`config.mk`:
```
export PLATFORM = sky130hd
export DESIGN_NAME = iob_ram_at2p_fifo_ctrl
export DESIGN_NICKNAME = d
export VERILOG_FILES = /design/src/rtl/iob_ram_at2p_fifo_ctrl.sv
export SDC_FILE = /design/constraint.sdc
export NUM_CORES = 1
export LEC_CHECK = 0
export BUFFER_PORTS_ARGS = -buffer_cell sky130_fd_sc_hd__buf_2
export CORE_AREA = 2 2 59 61
export CTS_BUF_LIST = sky130_fd_sc_hd__clkbuf_8
export DETAILED_ROUTE_END_ITERATION = 8
export DIE_AREA = 0 0 61 63
export PLACE_DENSITY = 0.8
export SYNTH_ARGS = -nofsm -noshare
export SYNTH_HDL_FRONTEND = slang
export SYNTH_SLANG_ARGS = --single-unit
```
`constraint.sdc`:
```
create_clock -name clk_i -period 2.75 [get_ports clk_i]
set_input_delay 0.1375 -clock clk_i [delete_from_list [all_inputs] [get_ports clk_i]]
set_output_delay 0.1375 -clock clk_i [all_outputs]
set_load 0.01 [all_outputs]
```
`src/rtl/iob_ram_at2p_fifo_ctrl.sv`:
```
// FIFO controller for an external two-port RAM with a registered read port.
// One word is prefetched into the RAM output register so that pops can run
// at one word per cycle. Total capacity is DEPTH + 1 words.
module iob_ram_at2p_fifo_ctrl #(
  parameter int unsigned DATA_W = 21,
  parameter int unsigned ADDR_W = 4
) (
  input  logic              clk_i,
  input  logic              rst_n_i,
  input  logic              w_valid_i,
  input  logic [DATA_W-1:0] w_data_i,
  output logic              w_ready_o,
  output logic              r_valid_o,
  output logic [DATA_W-1:0] r_data_o,
  input  logic              r_ready_i,
  output logic [ADDR_W:0]   level_o,
  output logic              full_o,
  output logic              empty_o,
  output logic              ext_mem_w_clk_o,
  output logic              ext_mem_w_en_o,
  output logic [ADDR_W-1:0] ext_mem_w_addr_o,
  output logic [DATA_W-1:0] ext_mem_w_data_o,
  output logic              ext_mem_r_clk_o,
  output logic              ext_mem_r_en_o,
  output logic [ADDR_W-1:0] ext_mem_r_addr_o,
  input  logic [DATA_W-1:0] ext_mem_r_data_i
);

  localparam logic [ADDR_W:0] DEPTH = {1'b1, {ADDR_W{1'b0}}};

  logic [ADDR_W-1:0] wptr_q, wptr_d;
  logic [ADDR_W-1:0] rptr_q, rptr_d;
  logic [ADDR_W:0]   mem_cnt_q, mem_cnt_d;
  logic              out_vld_q, out_vld_d;

  logic push;
  logic pop;
  logic rd;
  logic full;

  assign full      = (mem_cnt_q == DEPTH);
  assign full_o    = full;
  assign w_ready_o = rst_n_i & ~full;
  assign push      = w_valid_i & w_ready_o;
  assign pop       = out_vld_q & r_ready_i;
  // Registered count excludes this cycle's write, so a read never targets
  // the address being written in the same cycle.
  assign rd        = rst_n_i & (mem_cnt_q != '0) & (~out_vld_q | pop);

  assign level_o   = mem_cnt_q + {{ADDR_W{1'b0}}, out_vld_q};
  assign empty_o   = (level_o == '0);

  assign r_valid_o = out_vld_q;
  assign r_data_o  = ext_mem_r_data_i;

  assign ext_mem_w_clk_o  = clk_i;
  assign ext_mem_w_en_o   = push;
  assign ext_mem_w_addr_o = wptr_q;
  assign ext_mem_w_data_o = w_data_i;
  assign ext_mem_r_clk_o  = clk_i;
  assign ext_mem_r_en_o   = rd;
  assign ext_mem_r_addr_o = rptr_q;

  // Next-state for pointers, RAM occupancy and output-register valid.
  always_comb begin
    wptr_d    = wptr_q;
    rptr_d    = rptr_q;
    mem_cnt_d = mem_cnt_q;
    out_vld_d = out_vld_q;

    if (push) wptr_d = wptr_q + ADDR_W'(1);
    if (rd)   rptr_d = rptr_q + ADDR_W'(1);

    case ({push, rd})
      2'b10:   mem_cnt_d = mem_cnt_q + (ADDR_W+1)'(1);
      2'b01:   mem_cnt_d = mem_cnt_q - (ADDR_W+1)'(1);
      default: mem_cnt_d = mem_cnt_q;
    endcase

    if (rd)       out_vld_d = 1'b1;
    else if (pop) out_vld_d = 1'b0;
  end

  // State register with synchronous active-low reset.
  always_ff @(posedge clk_i) begin
    if (!rst_n_i) begin
      wptr_q    <= '0;
      rptr_q    <= '0;
      mem_cnt_q <= '0;
      out_vld_q <= 1'b0;
    end else begin
      wptr_q    <= wptr_d;
      rptr_q    <= rptr_d;
      mem_cnt_q <= mem_cnt_d;
      out_vld_q <= out_vld_d;
    end
  end

endmodule

```
After elaboration in Yosys (flattened, before gate mapping)
Cells that the tools add are included. Widths: inputs -> output; s select.

Register bits: 14. Bits in latches: 0. Bits in writable memories: 0. Bits in read-only memories: 0. Input port bits: 46. Output and inout bits: 63. Word-level logic and storage cells: 27. Memories: 0.

Add/subtract/negate cells: 5. Multipliers: 0. Div/mod/pow operators: 0. Magnitude comparators: 0. Equality and inequality tests: 3. Shift-type cells: 0. Mux-type cells: 3. Bitwise operators: 8. Reduce and logical (&&, ||, !) cells: 4.

Operators by type and width (count): $pmux 5 s2 (1); $add 4x1->4 const B (2); $add 5x1->5 (1); $add 5x1->5 const B (1); $and 1x1->1 (5); $eq 5x5->1 const B (1); $logic_not 5->1 (1); $reduce_bool 5->1 (1); $sub 5x1->5 const B (1); $reduce_bool 2->1 (2); $eq 2x1->1 const B (1); $eq 2x2->1 const B (1); $mux 1 (2); $not 1->1 (2); $or 1x1->1 (1).

Depth between registers and ports, before layout
Depth after elaboration: 6. Mapped depth: 11. Depth with buffers taken out: 10.

==> flow_summary.toml <==
[detailed_routing]
first_pass_iters = 3
drtIter0Drc = 22
wire_per_inst_um = 11.3
vias_per_cell = 4.71
postRouteWirelength_um = 2000
drtAntennaViolNets = 0
drc_errors = 0
vias = 834

[global_routing]
antenna_found_initial = 0
track_usage = 0.121
grt_pass1_vias = 816
grt_max_degree = 14
grt_pass1_wl_um = 3370
grt-ovfl-total = 0

[sta]
post-route-period-util = 0.933
fin_crit_ns = 2.57
tightest_slew_ns = 0.398
setup-violations-final = 0
fin_hold_ws_ns = 0.116
rsz0062_at_grt = "no"
skew_ns = 0.000456
drv_slew = 0
setup-tns-final_ns = 0
slew_headroom = 0.734
hold_viol = 0
fmax_ghz = 0.390

[die]
die_x_um = 61
core_area_mm2 = 0.00323
die_h_um = 63
dieArea_mm2 = 0.00384
initial_core_util = 0.365
io_pins = 109
num_rows = 21

[yosys]
synth_warnings = 0
ys_seq_elements = 14
synth_top_flop_cell = "dfxtp_1"
syn_nets = 200
ys_seq_area_frac = 0.237
synth_compound_area_frac = 0.0657
synth_edf_count = 0
yosys.area_share.simple = 0.169
yosys.area_share.xor_xnor = 0.0667
async_flop_share = 0
yosys.area_share.adder = 0.102
synth.distinct_cells = 26
avgSynthCellArea_um2 = 8.15
synthMuxAreaShare = 0.0424
syn_inst = 145
synth_top_family_by_area = "buffers and inverters"
synth_area_mm2 = 0.00118

[cells_and_area]
num_antenna_cells = 0
fillers = 353
final_common_cell = "buf_2"
drive_gt1_frac = 0.290
area_delta_synth_final_pct = -3.07
nets = 188
layout_common_cells = "buf_2 (24), nor2_1 (19), dfxtp_1 (14)"

[power_and_ir_drop]
p_total_w = 0.00133
ir_worst_vdd_v = 0.000515
p_leak_nw = 0.575
powerDensity_mw_per_mm2 = 1170

[placement]
gp_congestion = 0.847
port-buffer-count = 24
place_hpwl_um = 1470

[critical_path]
critPathKind = "register to register"
crit_fanout = 6
cp.required_ns = 3.04
critPathArrivalTime_ns = 2.85
start_kind = "register"
end_kind = "register"

[cts]
clk_latency_ns = 0.35
holdBufCountCts = 0
cts_setup_buffers = 0
cts_tree = "yes"
cts_resized = 0
clkTransAtPathRegs_ns = 0.06

[flow_run]
drv_cap = 0

[hold_path]
min_path_type = "input port to register"

[status]
outcome = "complete, no violations"
## critical path, cell delays in order (launching register included)
cell	delay (ns)
dfxtp_1	0.38
or4_4	0.59
o21ai_4	0.21
nor2_1	0.08
ha_1	0.25
ha_1	0.35
nand2b_1	0.07
a21oi_1	0.16
mux2i_1	0.23
mux2i_1	0.18
## per-layer routing
layer	up-vias	global-route usage	wire length [um]	share of wire
met5	-	0	0	0
met4	0	0.101	18	0.0090
met3	4	0.0766	151	0.076
met2	35	0.157	900	0.45
met1	396	0.133	930	0.47
li1	399	-	-	-
## per-stage QoR
step / util / setup WS (ns) / cell area [um2] / std cells
after floorplan: - / 0.252 / 1180 / 145
after global placement: 0.320 / 0.278 / 1030 / 170
after detailed placement: 0.320 / 0.164 / 1030 / 170
after CTS: 0.350 / 0.0895 / 1130 / 177
after global routing: 0.354 / 0.0339 / 1140 / 177
final: 0.354 / 0.184 / 1140 / 177
## Yosys cell counts (2+ instances only)
cell,n,area [um2]
dfxtp_1,14,280
inv_1,7,26.3
ha_1,8,100
clkbuf_1,2,7.51
buf_4,44,330
nor2_1,19,71.3
a21oi_1,6,30.0
buf_2,2,10.0
nand3_1,6,30.0
mux2i_1,5,50.1
nor4_1,2,12.5
nand2_1,6,22.5
xor2_1,5,43.8
nand2b_1,4,25.0
xnor2_1,4,35.0
## layout make-up
cell class	count	area [um2]	area share
Sequential cell	14	280	0.245
Multi-Input combinational cell	76	542	0.473
Timing Repair Buffer	25	133	0.116
Clock buffer	9	106	0.0929
Tap cell	46	57.6	0.0503
Inverter	7	26.3	0.0230
## flip-flops by register name, summed over array words and instances, names as in the netlist
register,count
mem_cnt_q,5
ext_mem_r_addr_o,4
ext_mem_w_addr_o,4
r_valid_o,1
## final timing paths
check | from | to | slack [ns] | depth (start not counted)
hold / removal | rst_n_i | ext_mem_r_addr_o[3] | 0.12 | 3
setup / recovery | mem_cnt_q[0] | mem_cnt_q[4] | 0.18 | 9
hold reg to reg | ext_mem_r_addr_o[3] | ext_mem_r_addr_o[3] | 0.47 | 2
setup reg to reg | mem_cnt_q[0] | mem_cnt_q[4] | 0.18 | 9
## report_power, final
group / switching, W / internal (W)
logic: 0.000330 / 0.000303
clock network: 0.000125 / 0.000240
registers: 0.0000839 / 0.000253
## logic make-up after synthesis
group	after synthesis
AOI/OAI and AO/OA	11
xor gates and xnor gates	9
adders and majority gates	9
buffers and inverters	55
DFF	14
muxes	5
and+or+nand+nor	42
Note: power is estimated with default switching activity, not from simulation.
